--- src/rtl/uart_bus_master_if.sv ---
// CPU request/response and packed UART register-bus signals for uart_bus_master.
interface uart_bus_master_if;
   logic        req_valid;
   logic        req_ready;
   logic        req_we;
   logic [2:0]  req_addr;
   logic [7:0]  req_wdata;
   logic        rsp_valid;
   logic [7:0]  rsp_rdata;
   logic        rsp_err;
   logic        rsp_timeout;
   logic        fault_o;
   logic [31:0] CPU_to_UART;
   logic [31:0] UART_to_CPU;

   modport master (
      input  req_valid, req_we, req_addr, req_wdata, UART_to_CPU,
      output req_ready, rsp_valid, rsp_rdata, rsp_err, rsp_timeout, fault_o, CPU_to_UART
   );

   modport slave (
      output req_valid, req_we, req_addr, req_wdata, UART_to_CPU,
      input  req_ready, rsp_valid, rsp_rdata, rsp_err, rsp_timeout, fault_o, CPU_to_UART
   );
endinterface

--- src/rtl/uart_bus_master.sv ---
// Single-outstanding register-bus initiator: CPU request -> packed AW/W/B or AR/R handshakes,
// with a per-phase timeout that aborts the transaction and sets a sticky fault flag.
module uart_bus_master #(
   parameter int unsigned TIMEOUT_CYCLES = 256
) (
   input logic               clk,
   input logic               rst,
   uart_bus_master_if.master bus
);
   localparam int unsigned CNT_W = 16;
   localparam logic [CNT_W-1:0] CNT_LAST = CNT_W'(TIMEOUT_CYCLES - 1);

   typedef enum logic [2:0] {IDLE, WR_AW_W, WR_B, RD_AR, RD_R} state_t;

   state_t           state_q, state_d;
   logic [CNT_W-1:0] cnt_q, cnt_d;
   logic [2:0]       addr_q, addr_d;
   logic [7:0]       wdata_q, wdata_d;
   logic             aw_q, aw_d, w_q, w_d, b_q, b_d, ar_q, ar_d, r_q, r_d;
   logic             req_ready_q, req_ready_d;
   logic             rsp_valid_q, rsp_valid_d;
   logic [7:0]       rsp_rdata_q, rsp_rdata_d;
   logic             rsp_err_q, rsp_err_d;
   logic             rsp_timeout_q, rsp_timeout_d;
   logic             fault_q, fault_d;
   logic [31:0]      bus_q, bus_d;

   // response-bus unpack
   logic       awready, wready, bvalid, arready, rvalid;
   logic [1:0] bresp, rresp;
   logic [7:0] rdata;
   logic       unused_u2c;
   assign awready    = bus.UART_to_CPU[0];
   assign wready     = bus.UART_to_CPU[1];
   assign bvalid     = bus.UART_to_CPU[2];
   assign bresp      = bus.UART_to_CPU[4:3];
   assign arready    = bus.UART_to_CPU[5];
   assign rvalid     = bus.UART_to_CPU[6];
   assign rresp      = bus.UART_to_CPU[8:7];
   assign rdata      = bus.UART_to_CPU[16:9];
   assign unused_u2c = ^bus.UART_to_CPU[31:17];

   logic timeout;
   assign timeout = (cnt_q == CNT_LAST);

   always_comb begin
      state_d       = state_q;
      cnt_d         = cnt_q + CNT_W'(1);
      addr_d        = addr_q;
      wdata_d       = wdata_q;
      aw_d          = aw_q;
      w_d           = w_q;
      b_d           = 1'b0;
      ar_d          = 1'b0;
      r_d           = 1'b0;
      rsp_valid_d   = 1'b0;
      rsp_rdata_d   = 8'd0;
      rsp_err_d     = 1'b0;
      rsp_timeout_d = 1'b0;
      fault_d       = fault_q;

      unique case (state_q)
         IDLE: begin
            cnt_d = '0;
            aw_d  = 1'b0;
            w_d   = 1'b0;
            if (bus.req_valid && req_ready_q) begin
               addr_d  = bus.req_addr;
               wdata_d = bus.req_wdata;
               if (bus.req_we) begin
                  state_d = WR_AW_W;
                  aw_d    = 1'b1;
                  w_d     = 1'b1;
               end else begin
                  state_d = RD_AR;
                  ar_d    = 1'b1;
               end
            end
         end
         WR_AW_W: begin
            aw_d = aw_q && !awready;
            w_d  = w_q && !wready;
            if (!aw_d && !w_d) begin
               state_d = WR_B;
               b_d     = 1'b1;
               cnt_d   = '0;
            end else if ((aw_q && awready) || (w_q && wready)) begin
               cnt_d = '0;
            end else if (timeout) begin
               state_d = IDLE;
            end
         end
         WR_B: begin
            b_d = 1'b1;
            if (bvalid) begin
               state_d     = IDLE;
               b_d         = 1'b0;
               rsp_valid_d = 1'b1;
               rsp_err_d   = (bresp != 2'd0);
            end else if (timeout) begin
               state_d = IDLE;
            end
         end
         RD_AR: begin
            ar_d = 1'b1;
            if (arready) begin
               state_d = RD_R;
               ar_d    = 1'b0;
               r_d     = 1'b1;
               cnt_d   = '0;
            end else if (timeout) begin
               state_d = IDLE;
            end
         end
         RD_R: begin
            r_d = 1'b1;
            if (rvalid) begin
               state_d     = IDLE;
               r_d         = 1'b0;
               rsp_valid_d = 1'b1;
               rsp_err_d   = (rresp != 2'd0);
               rsp_rdata_d = (rresp != 2'd0) ? 8'd0 : rdata;
            end else if (timeout) begin
               state_d = IDLE;
            end
         end
         default: state_d = IDLE;
      endcase

      // timeout abort: a stalled phase fell back to IDLE without a response
      if (state_q != IDLE && state_d == IDLE && !rsp_valid_d) begin
         aw_d          = 1'b0;
         w_d           = 1'b0;
         b_d           = 1'b0;
         ar_d          = 1'b0;
         r_d           = 1'b0;
         rsp_valid_d   = 1'b1;
         rsp_err_d     = 1'b1;
         rsp_timeout_d = 1'b1;
         rsp_rdata_d   = 8'd0;
         fault_d       = 1'b1;
      end
      if (state_d == IDLE) cnt_d = '0;

      req_ready_d = (state_d == IDLE);
      // address/data fields only carry a value while their valid is up
      bus_d = {12'd0, r_d, ar_d ? addr_d : 3'd0, ar_d, 1'b0,
               w_d ? wdata_d : 8'd0, b_d, aw_d ? addr_d : 3'd0, w_d, aw_d};
   end

   always_ff @(posedge clk or posedge rst) begin
      if (rst) begin
         state_q       <= IDLE;
         cnt_q         <= '0;
         addr_q        <= 3'd0;
         wdata_q       <= 8'd0;
         aw_q          <= 1'b0;
         w_q           <= 1'b0;
         b_q           <= 1'b0;
         ar_q          <= 1'b0;
         r_q           <= 1'b0;
         req_ready_q   <= 1'b1;
         rsp_valid_q   <= 1'b0;
         rsp_rdata_q   <= 8'd0;
         rsp_err_q     <= 1'b0;
         rsp_timeout_q <= 1'b0;
         fault_q       <= 1'b0;
         bus_q         <= 32'd0;
      end else begin
         state_q       <= state_d;
         cnt_q         <= cnt_d;
         addr_q        <= addr_d;
         wdata_q       <= wdata_d;
         aw_q          <= aw_d;
         w_q           <= w_d;
         b_q           <= b_d;
         ar_q          <= ar_d;
         r_q           <= r_d;
         req_ready_q   <= req_ready_d;
         rsp_valid_q   <= rsp_valid_d;
         rsp_rdata_q   <= rsp_rdata_d;
         rsp_err_q     <= rsp_err_d;
         rsp_timeout_q <= rsp_timeout_d;
         fault_q       <= fault_d;
         bus_q         <= bus_d;
      end
   end

   logic unused_flops;
   assign unused_flops = b_q ^ ar_q ^ r_q;

   assign bus.req_ready   = req_ready_q;
   assign bus.rsp_valid   = rsp_valid_q;
   assign bus.rsp_rdata   = rsp_rdata_q;
   assign bus.rsp_err     = rsp_err_q;
   assign bus.rsp_timeout = rsp_timeout_q;
   assign bus.fault_o     = fault_q;
   assign bus.CPU_to_UART = bus_q;
endmodule

--- src/flat_wrapper.sv ---
// flat-port wrapper written by rule: the top's interface ports become plain ports
module uart_bus_master_flat 
#(
   parameter int unsigned TIMEOUT_CYCLES = 256
)
  (clk, rst, bus_req_valid, bus_req_we, bus_req_addr, bus_req_wdata, bus_UART_to_CPU, bus_req_ready, bus_rsp_valid, bus_rsp_rdata, bus_rsp_err, bus_rsp_timeout, bus_fault_o, bus_CPU_to_UART);
  uart_bus_master_if bus_i ();
  input logic clk;
  input logic rst;
  input wire logic [$bits(bus_i.req_valid)-1:0] bus_req_valid;
  input wire logic [$bits(bus_i.req_we)-1:0] bus_req_we;
  input wire logic [$bits(bus_i.req_addr)-1:0] bus_req_addr;
  input wire logic [$bits(bus_i.req_wdata)-1:0] bus_req_wdata;
  input wire logic [$bits(bus_i.UART_to_CPU)-1:0] bus_UART_to_CPU;
  output wire logic [$bits(bus_i.req_ready)-1:0] bus_req_ready;
  output wire logic [$bits(bus_i.rsp_valid)-1:0] bus_rsp_valid;
  output wire logic [$bits(bus_i.rsp_rdata)-1:0] bus_rsp_rdata;
  output wire logic [$bits(bus_i.rsp_err)-1:0] bus_rsp_err;
  output wire logic [$bits(bus_i.rsp_timeout)-1:0] bus_rsp_timeout;
  output wire logic [$bits(bus_i.fault_o)-1:0] bus_fault_o;
  output wire logic [$bits(bus_i.CPU_to_UART)-1:0] bus_CPU_to_UART;
  assign bus_i.req_valid = bus_req_valid;
  assign bus_i.req_we = bus_req_we;
  assign bus_i.req_addr = bus_req_addr;
  assign bus_i.req_wdata = bus_req_wdata;
  assign bus_i.UART_to_CPU = bus_UART_to_CPU;
  assign bus_req_ready = bus_i.req_ready;
  assign bus_rsp_valid = bus_i.rsp_valid;
  assign bus_rsp_rdata = bus_i.rsp_rdata;
  assign bus_rsp_err = bus_i.rsp_err;
  assign bus_rsp_timeout = bus_i.rsp_timeout;
  assign bus_fault_o = bus_i.fault_o;
  assign bus_CPU_to_UART = bus_i.CPU_to_UART;
  uart_bus_master #(.TIMEOUT_CYCLES(TIMEOUT_CYCLES)) u_core (.clk(clk), .rst(rst), .bus(bus_i));
endmodule
--- config.mk ---
export PLATFORM = sky130hd
export DESIGN_NAME = uart_bus_master_flat
export DESIGN_NICKNAME = d
export VERILOG_FILES = /design/src/rtl/uart_bus_master_if.sv /design/src/rtl/uart_bus_master.sv /design/src/flat_wrapper.sv
export SDC_FILE = /design/constraint.sdc
export NUM_CORES = 1
export LEC_CHECK = 0
export ABC_AREA = 0
export ABC_CLOCK_PERIOD_IN_PS = 3600
export CORE_MARGIN = 8
export CORE_UTILIZATION = 50
export CTS_BUF_LIST = sky130_fd_sc_hd__clkbuf_4 sky130_fd_sc_hd__clkbuf_8 sky130_fd_sc_hd__clkbuf_16
export CTS_CLUSTER_DIAMETER = 150
export DETAILED_ROUTE_END_ITERATION = 10
export MAX_ROUTING_LAYER = met4
export PLACE_DENSITY_LB_ADDON = 0.1
export SLEW_MARGIN = 30
export SYNTH_ARGS = -nofsm -noshare
export SYNTH_HDL_FRONTEND = slang
export SYNTH_SLANG_ARGS = --single-unit
--- constraint.sdc ---
create_clock -name clk -period 3.6 [get_ports clk]
set_clock_uncertainty 0.1 [all_clocks]
set_input_delay 0.72 -clock clk [delete_from_list [all_inputs] [get_ports clk]]
set_output_delay 0.72 -clock clk [all_outputs]
set_load 0.1 [all_outputs]
==> results.json, run 1 <==
{
  "status": "finished clean",
  "worst-slew-pin-transition_ns": 0.996,
  "cts_root_buffer": "clkbuf_8",
  "maxCapViolCount": 0,
  "final_core_util_pct": 67.3,
  "layout-drive-gt1-share_pct": 10.0,
  "worstHoldPathType": "flip-flop to flip-flop",
  "netlist_instances": 263,
  "place.port_buffers": 63,
  "synth_area_um2": 2910,
  "rr_startpoint": "u_core.cnt_q[9]",
  "grt_max_degree": 39,
  "overflow": 0,
  "routedWlPerCell_um": 16.6,
  "row_count": 27,
  "core_region_area_um2": 5570,
  "num_vias": 2171,
  "die-area_um2": 8520,
  "synth_cell_type_count": 43,
  "tns_ns": 0,
  "drt-total-wl_um": 6670,
  "max_slew_margin_pct": 33.4,
  "drc": 0,
  "drt_iter0_drc": 111,
  "swShare_pct": 47.0,
  "die_y_um": 92.3,
  "crit_type": "flip-flop to flip-flop",
  "place.gp.congestion": 0.868,
  "grt_pass1_vias": 2234,
  "firstDrtPassIters": 4,
  "multi_input_comb_area_um2": 1160,
  "min_period_over_period_pct": 78.4,
  "seq_area_frac_synth_pct": 53.3,
  "start_util_pct": 52.2,
  "clkSlewWorstSetupHoldPaths_ns": 0.07,
  "max_freq_mhz": 354,
  "numCtsBuffers": 9,
  "switching_power_w": 0.00145,
  "rsz0062_at_grt": "false",
  "yosysWarnings": 0,
  "ir_drop_mv": 0.538,
  "required_ns": 3.68,
  "hold_viol": 0,
  "rr_endpoint": "u_core.cnt_q[15]",
  "cellInternalPower_w": 0.00164,
  "num_antenna_cells": 0,
  "r2r_cells": 4,
  "start_kind": "flip-flop",
  "syn_avg_cell_area_um2": 11.1,
  "clock_sinks": 62,
  "area_growth_pct": 28.8,
  "path_max_fanout": 18,
  "startpoint": "u_core.cnt_q[9]",
  "power_density_nw_per_um2": 824,
  "antenna_found_initial": 0,
  "hold_slack_ns": 0.374,
  "rrSetupSlack_ns": 0.78,
  "grt_pass1_wl_um": 11300,
  "fin_crit_ns": 2.82,
  "tritoncts": "built",
  "clkPwrFrac_pct": 21.6,
  "seq_area_um2": 1550,
  "hpwl_um": 4710,
  "fillCellCount": 462,
  "critPathCaptureType": "flip-flop",
  "final_nets": 373,
  "arrival_ns": 2.90,
  "ctsHoldBuffers": 0,
  "htreeDepth": 3,
  "ios": 92,
  "setup_viol_count_final": 0,
  "vias_per_cell": 5.40,
  "dieWidth_um": 92.3,
  "slew_viol_final": 0,
  "post-cts-setup-buffers": 0,
  "clk_latency_ns": 0.33,
  "cts-resized-gates": 0,
  "ant_nets": 0,
  "cp-endpoint": "u_core.cnt_q[15]",
  "grtUsageTotal_pct": 17.0,
  "synth_seq_cells": 62,
  "clk_path_buf_depth": 2,
  "p_leak_nw": 1.59,
  "pwr-share-comb_pct": 47.7,
  "seq_power_share_pct": 30.7
}
[placed cells by master, fill, tap and decap left out, types with 2 or more instances in the layout]
cell             instances
a211oi_1                29
a21bo_2                  2
a21o_1                   5
a21oi_1                  5
a22oi_1                  2
and2_1                  11
and3_1                   2
buf_4                    9
bufinv_16                2
clkbuf_8                 9
clkdlybuf4s50_1         60
clkinv_2                 2
conb_1                  13
dfrtp_1                 61
inv_1                   16
mux2i_1                 12
nand2_1                  4
nand3_1                  9
nand4_1                  6
nor2_1                  10
nor2b_1                  3
nor3_1                   5
nor4_1                   6
o21ai_0                  6
o41ai_1                  2
or4_1                    4
xnor2_1                 12
xor2_1                   3
[kinds of logic after synthesis]
family / after synthesis / share of synthesized area [%]
mux: 12 / 4.13
fa+ha+maj: 1 / 0.430
compound gates: 60 / 16.3
simple gates: 65 / 12.7
other cells: 1 / 0.129
buf+inv: 47 / 8.42
xor+xnor: 15 / 4.51
flops: 62 / 53.3
[worst max-delay path: stages (launching register included)]
cell	delay, ns
dfrtp_1	0.43
or4_1	0.56
or4_1	0.67
a211oi_4	0.73
a211oi_1	0.18
[cells in the mapped netlist]
library cell,number,area (µm²)
dfrtp_1,61,1530
a211oi_1,29,218
inv_1,17,63.8
buf_4,15,113
mux2i_1,12,120
xnor2_1,12,105
and2_1,11,68.8
clkbuf_1,10,37.5
nor2_1,10,37.5
nand3_1,9,45.0
nand4_1,6,37.5
nor4_1,6,37.5
o21ai_0,6,30.0
a21o_1,5,37.5
a21oi_1,5,25.0
nor3_1,5,25.0
buf_2,4,20.0
nand2_1,4,15.0
or4_1,4,30.0
nor2b_1,3,18.8
xor2_1,3,26.3
a21bo_2,2,20.0
a22oi_1,2,15.0
and3_1,2,12.5
o41ai_1,2,17.5
a2111o_1,1,11.3
a2111oi_4,1,27.5
a211oi_4,1,20.0
a2bb2oi_1,1,8.76
a32o_1,1,10.0
and3b_1,1,8.76
buf_6,1,11.3
conb_1,1,3.75
dfstp_2,1,26.3
ha_1,1,12.5
nand2b_1,1,6.26
nor4b_2,1,15.0
o2111ai_1,1,8.76
o21a_1,1,7.51
o221ai_1,1,8.76
o311a_1,1,10.0
or2_2,1,6.26
or3_1,1,6.26
[area by class of cell]
cell class | count | area share, %
clock buffer | 10 | 3.50
multi-input combinational | 166 | 30.9
timing repair buffer | 69 | 17.8
tap | 72 | 2.40
clock inverter | 6 | 2.30
sequential | 62 | 41.4
inverter | 17 | 1.70
[power by group through the flow]
| stage | registers (W) | logic (W) | clock network [W] |
|---|---|---|---|
| after global placement | 0.000954 | 0.00146 | 0 |
| after floorplan | 0.00137 | 0.000740 | 0 |
| after detailed placement | 0.000961 | 0.00148 | 0 |
| final | 0.000949 | 0.00148 | 0.000668 |
| after CTS | 0.000949 | 0.00148 | 0.000679 |
| after global routing | 0.000965 | 0.00157 | 0.000714 |
[state kept, by name, summed over array words and instances (netlist names), 3 cells and up]
register and flops:
u_core.wdata_q 8, u_core.cnt_q 16, u_core.state_q 3, u_core.bus.rsp_rdata 8, u_core.addr_q 3, u_core.bus.CPU_to_UART 19
[metal layers]
layer	up-vias	GRT usage, %	wire [µm]
met2	61	25.7	3180
li1	1038	-	-
met1	1062	21.2	3040
met3	10	4.84	365
met5	-	-	0
met4	0	6.44	88
[how the worst min path moves through the flow]
stage                        from  slack [ns]                 end  depth (start not counted)
6_report       u_core.bus.fault_o        0.37  u_core.bus.fault_o                          1
5_1_grt        u_core.bus.fault_o        0.40  u_core.bus.fault_o                          1
4_1_cts        u_core.bus.fault_o        0.38  u_core.bus.fault_o                          1
3_5_place_dp   u_core.bus.fault_o        0.36  u_core.bus.fault_o                          1
3_3_place_gp   u_core.bus.fault_o        0.34  u_core.bus.fault_o                          1
2_1_floorplan   u_core.wdata_q[0]        0.35   u_core.wdata_q[0]                          2
[stage by stage]
stage | setup WS, ns | instances | power, W | cell area, µm²
3_5_place_dp | 0.659 | 386 | 0.00244 | 3530
4_1_cts | 0.766 | 402 | 0.00311 | 3750
6_report | 0.776 | 402 | 0.00309 | 3750
5_1_grt | 0.627 | 402 | 0.00325 | 3750
3_3_place_gp | 0.727 | 386 | 0.00241 | 3530
2_1_floorplan | 1.21 | 275 | 0.00211 | 2960
(Power assumes the default switching activity.)
==> inputs of run 2 (changes only) <==
--- a/config.mk
+++ b/config.mk
@@ -6,9 +6,9 @@
 export NUM_CORES = 1
 export LEC_CHECK = 0
 export ABC_AREA = 0
-export ABC_CLOCK_PERIOD_IN_PS = 3600
+export ABC_CLOCK_PERIOD_IN_PS = 2950
 export CORE_MARGIN = 8
-export CORE_UTILIZATION = 50
+export CORE_UTILIZATION = 46
 export CTS_BUF_LIST = sky130_fd_sc_hd__clkbuf_4 sky130_fd_sc_hd__clkbuf_8 sky130_fd_sc_hd__clkbuf_16
 export CTS_CLUSTER_DIAMETER = 150
 export DETAILED_ROUTE_END_ITERATION = 10
==> constraint.sdc (replaced) <==
create_clock -name clk -period 2.95 [get_ports clk]
set_clock_uncertainty 0.1 [all_clocks]
set_input_delay 0.59 -clock clk [delete_from_list [all_inputs] [get_ports clk]]
set_output_delay 0.59 -clock clk [all_outputs]
set_load 0.1 [all_outputs]
==> results.json, run 2 (synthesized netlist as in run 1, its figures left out) <==
{
  "status": "finished clean",
  "largest_reg_flops": 19,
  "required_ns": 3.04,
  "grtUsageTotal_pct": 15.9,
  "p_leak_nw": 1.67,
  "post-place-ws_ns": 0.315,
  "maxCapViolCount": 0,
  "clkSlewWorstSetupHoldPaths_ns": 0.07,
  "grt_pass1_vias": 2204,
  "place.port_buffers": 63,
  "cts-resized-gates": 0,
  "max_freq_mhz": 376,
  "cts_root_buffer": "clkbuf_8",
  "ir_drop_mv": 0.677,
  "clock_sinks": 62,
  "cp_top_family": "simple AND/OR/NAND/NOR gates",
  "crit_top_cell": "or4_1",
  "path_buf_inv": 1,
  "row_count": 29,
  "core_region_area_um2": 6240,
  "ant_nets": 0,
  "slew_viol_final": 0,
  "firstDrtPassIters": 4,
  "hold_slack_ns": 0.366,
  "start_util_pct": 46.7,
  "tritoncts": "built",
  "layout-drive-gt1-share_pct": 19.5,
  "path_max_fanout": 20,
  "rrSetupSlack_ns": 0.29,
  "num_antenna_cells": 0,
  "overflow": 0,
  "min_period_over_period_pct": 90.2,
  "htreeDepth": 3,
  "worst-slew-pin-transition_ns": 0.664,
  "grt_max_degree": 39,
  "clk_path_buf_depth": 2,
  "arrival_ns": 2.75,
  "drt-total-wl_um": 6570,
  "drc": 0,
  "most-common-layout-cells": "61 x dfrtp_1, 39 x buf_4, 31 x clkdlybuf4s50_1",
  "place.gp.congestion": 0.865,
  "die_y_um": 95.6,
  "ios": 92,
  "num_vias": 2148,
  "fin_crit_ns": 2.66,
  "dieWidth_um": 95.6,
  "antenna_found_initial": 0,
  "crit_path_cell_trace": "or4_1 > or4_1 > a2111oi_4 > buf_4 > a211oi_1",
  "max_slew_margin_pct": 55.6,
  "rsz0062_at_grt": "false",
  "final_core_util_pct": 59.8,
  "hold_viol": 0,
  "start_kind": "flip-flop",
  "crit_type": "flip-flop to flip-flop",
  "clk_latency_ns": 0.33,
  "critPathMaxStageDelay_ns": 0.66,
  "grt_pass1_wl_um": 10800,
  "vias_per_cell": 5.24,
  "power_density_nw_per_um2": 1010,
  "ctsHoldBuffers": 0,
  "routedWlPerCell_um": 16.0,
  "design_area_um2": 3730,
  "final_common_cell": "dfrtp_1",
  "drt_iter0_drc": 65,
  "setup_viol_count_final": 0,
  "placed_cell_area_um2": 3510,
  "critPathCaptureType": "flip-flop",
  "cp_slowest_cell": "or4_1",
  "tns_ns": 0,
  "timing.final.ws_setup_ns": 0.290,
  "area_growth_pct": 28.2,
  "post-cts-setup-buffers": 0,
  "numCtsBuffers": 9,
  "die-area_um2": 9130,
  "worstHoldPathType": "flip-flop to flip-flop",
  "hpwl_um": 4700,
  "final_nets": 376
}
[run 2: layout make-up]
type / instances / area, µm²
Clock buffer: 10 / 131
Tap cell: 77 / 96.3
Sequential cell: 62 / 1550
Inverter: 17 / 63.8
Multi-Input combinational cell: 166 / 1160
Clock inverter: 6 / 86.3
Fill cell: 558 / 2510
Timing Repair Buffer: 72 / 643
[run 2: path summary, 6_finish.rpt]
path,start,depth (start not counted),endpoint
max,u_core.cnt_q[9],5,u_core.bus.CPU_to_UART[17]
min,u_core.bus.fault_o,1,u_core.bus.fault_o
max reg2reg,u_core.cnt_q[9],5,u_core.bus.CPU_to_UART[17]
min reg2reg,u_core.bus.fault_o,1,u_core.bus.fault_o
max in group asynchronous,rst,3,u_core.bus.req_ready
min in group asynchronous,rst,2,u_core.wdata_q[4]
[run 2: stage by stage]
stage	instances	power [W]
finish	410	0.00378
detailed placement	394	0.00300
CTS	410	0.00382
global route	410	0.00398
global placement	394	0.00298
floorplan	275	0.00258
[run 2: power by group]
| group | switching (W) | leakage [nW] | internal (W) |
|---|---|---|---|
| clock network | 0.000325 | 0.110 | 0.000483 |
| logic | 0.00132 | 0.736 | 0.000491 |
| registers | 0.000120 | 0.824 | 0.00104 |
| total | 0.00176 | 1.67 | 0.00201 |
[run 2: per-layer routing]
layer | share of wire (%) | track usage, % | up-vias
met1 | 45 | 20.7 | 1021
met2 | 47 | 22.3 | 73
met4 | 0.71 | 6.40 | 0
li1 | - | - | 1050
met5 | 0 | - | -
met3 | 7.4 | 5.28 | 4
==> inputs of run 3 (changes only) <==
--- a/config.mk
+++ b/config.mk
@@ -7,6 +7,7 @@
 export LEC_CHECK = 0
 export ABC_AREA = 0
 export ABC_CLOCK_PERIOD_IN_PS = 2950
+export CORE_ASPECT_RATIO = 1.4
 export CORE_MARGIN = 8
 export CORE_UTILIZATION = 46
 export CTS_BUF_LIST = sky130_fd_sc_hd__clkbuf_4 sky130_fd_sc_hd__clkbuf_8 sky130_fd_sc_hd__clkbuf_16
==> results.json, run 3 (synthesized netlist as in run 1, its figures left out) <==
{
  "grt_pass1_vias": 2329,
  "place.gp.congestion": 0.797,
  "pwr-share-comb_pct": 48.3,
  "layout-drive-gt1-share_pct": 19.5,
  "cellInternalPower_w": 0.00198,
  "numCtsBuffers": 9,
  "most-common-layout-cells": "61 x dfrtp_1, 40 x buf_4, 31 x clkdlybuf4s50_1",
  "ios": 92,
  "cts-resized-gates": 0,
  "place.port_buffers": 63,
  "worst-slew-pin-transition_ns": 0.585,
  "drc": 0,
  "r2r_cells": 5,
  "num_vias": 2156,
  "worstHoldStart": "u_core.bus.fault_o",
  "start_kind": "flip-flop",
  "seq_power_share_pct": 30.9,
  "num_antenna_cells": 0,
  "ant_nets": 0,
  "die-area_um2": 9170,
  "timing.final.ws_setup_ns": 0.293,
  "overflow": 0,
  "grtUsageTotal_pct": 15.5,
  "slew_viol_final": 0,
  "tns_ns": 0,
  "fin_crit_ns": 2.66,
  "die_y_um": 110,
  "startpoint": "u_core.cnt_q[9]",
  "tritoncts": "built",
  "final_core_util_pct": 60.4,
  "rrSetupSlack_ns": 0.29,
  "required_ns": 3.04,
  "grt_max_degree": 46,
  "power_density_nw_per_um2": 1010,
  "path_max_fanout": 20,
  "clkSlewWorstSetupHoldPaths_ns": 0.07,
  "max_freq_mhz": 376,
  "vias_per_cell": 5.32,
  "rsz0062_at_grt": "false",
  "post-place-ws_ns": 0.312,
  "final_common_cell": "dfrtp_1",
  "clkPwrFrac_pct": 20.7,
  "worstHoldPathType": "flip-flop to flip-flop",
  "rr_endpoint": "u_core.bus.CPU_to_UART[17]",
  "area_growth_pct": 27.9,
  "drt_iter0_drc": 110,
  "clk_path_buf_depth": 2,
  "clock_sinks": 62,
  "core_region_area_um2": 6170,
  "clk_latency_ns": 0.33,
  "routedWlPerCell_um": 16.5,
  "rr_startpoint": "u_core.cnt_q[9]",
  "antenna_found_initial": 0,
  "drt-total-wl_um": 6690,
  "hold_viol": 0,
  "critPathCaptureType": "flip-flop",
  "ctsHoldBuffers": 0,
  "min_period_over_period_pct": 90.1,
  "start_util_pct": 47.2,
  "status": "finished clean",
  "htreeDepth": 3,
  "grt_pass1_wl_um": 11200,
  "firstDrtPassIters": 4,
  "swShare_pct": 47.1,
  "setup_viol_count_final": 0,
  "row_count": 34,
  "arrival_ns": 2.75,
  "max_slew_margin_pct": 60.7,
  "hpwl_um": 4760,
  "largest_reg_flops": 19,
  "p_leak_nw": 1.67,
  "switching_power_w": 0.00176,
  "p_total_w": 0.00375,
  "dieWidth_um": 83.2,
  "cts_root_buffer": "clkbuf_8",
  "cp-endpoint": "u_core.bus.CPU_to_UART[17]",
  "ir_drop_mv": 0.501,
  "crit_type": "flip-flop to flip-flop",
  "post-cts-setup-buffers": 0,
  "final_nets": 377,
  "maxCapViolCount": 0
}
[run 3: changes by cell type in the layout (fill, tap and decap cells not counted)]
cell,change
buf_4,+1
bufinv_16,-1
clkbuf_4,-1
clkbuf_8,+3
clkinv_2,-1
clkinv_4,-1
[run 3: how the worst min path moves through the flow]
stage	to	cells past startpoint	slack, ns
2_1_floorplan	u_core.wdata_q[0]	2	0.35
3_3_place_gp	u_core.bus.fault_o	1	0.34
3_5_place_dp	u_core.bus.fault_o	1	0.35
4_1_cts	u_core.bus.fault_o	1	0.37
5_1_grt	u_core.bus.fault_o	1	0.39
6_report	u_core.bus.fault_o	1	0.36
[run 3: critical path, stage by stage, from the launching register on]
cell and delay, ns:
dfrtp_1 0.44, or4_1 0.55, or4_1 0.66, a2111oi_4 0.34, buf_4 0.30, a211oi_1 0.11
[run 3: metal layers]
layer | vias up | wire [µm] | track usage, %
met5 | - | 0 | -
met2 | 45 | 3480 | 25.3
li1 | 1043 | - | -
met4 | 0 | 91 | 6.42
met3 | 9 | 225 | 3.53
met1 | 1059 | 2890 | 18.0
[run 3: stage by stage]
stage	cells	hold WS [ns]	instance area, µm²
6_report	405	0.365	3720
5_1_grt	405	0.388	3720
4_1_cts	405	0.367	3720
3_5_place_dp	390	0.349	3520
3_3_place_gp	390	0.343	3520
2_1_floorplan	275	0.346	2960
[run 3: power groups by stage]
| stage | Combinational, W | Sequential, W | Clock, W |
|---|---|---|---|
| 3_5_place_dp | 0.00183 | 0.00117 | 0 |
| 3_3_place_gp | 0.00180 | 0.00117 | 0 |
| 5_1_grt | 0.00192 | 0.00119 | 0.000833 |
| 2_1_floorplan | 0.000903 | 0.00168 | 0 |
| 4_1_cts | 0.00183 | 0.00116 | 0.000792 |
| 6_report | 0.00181 | 0.00116 | 0.000778 |
[run 3: cell type report]
cell class / instances / area (µm²)
Tap cell: 72 / 90.1
Inverter: 17 / 63.8
Fill cell: 528 / 2440
Sequential cell: 62 / 1550
Timing Repair Buffer: 73 / 651
Clock inverter: 3 / 42.5
Clock buffer: 12 / 165
Multi-Input combinational cell: 166 / 1160
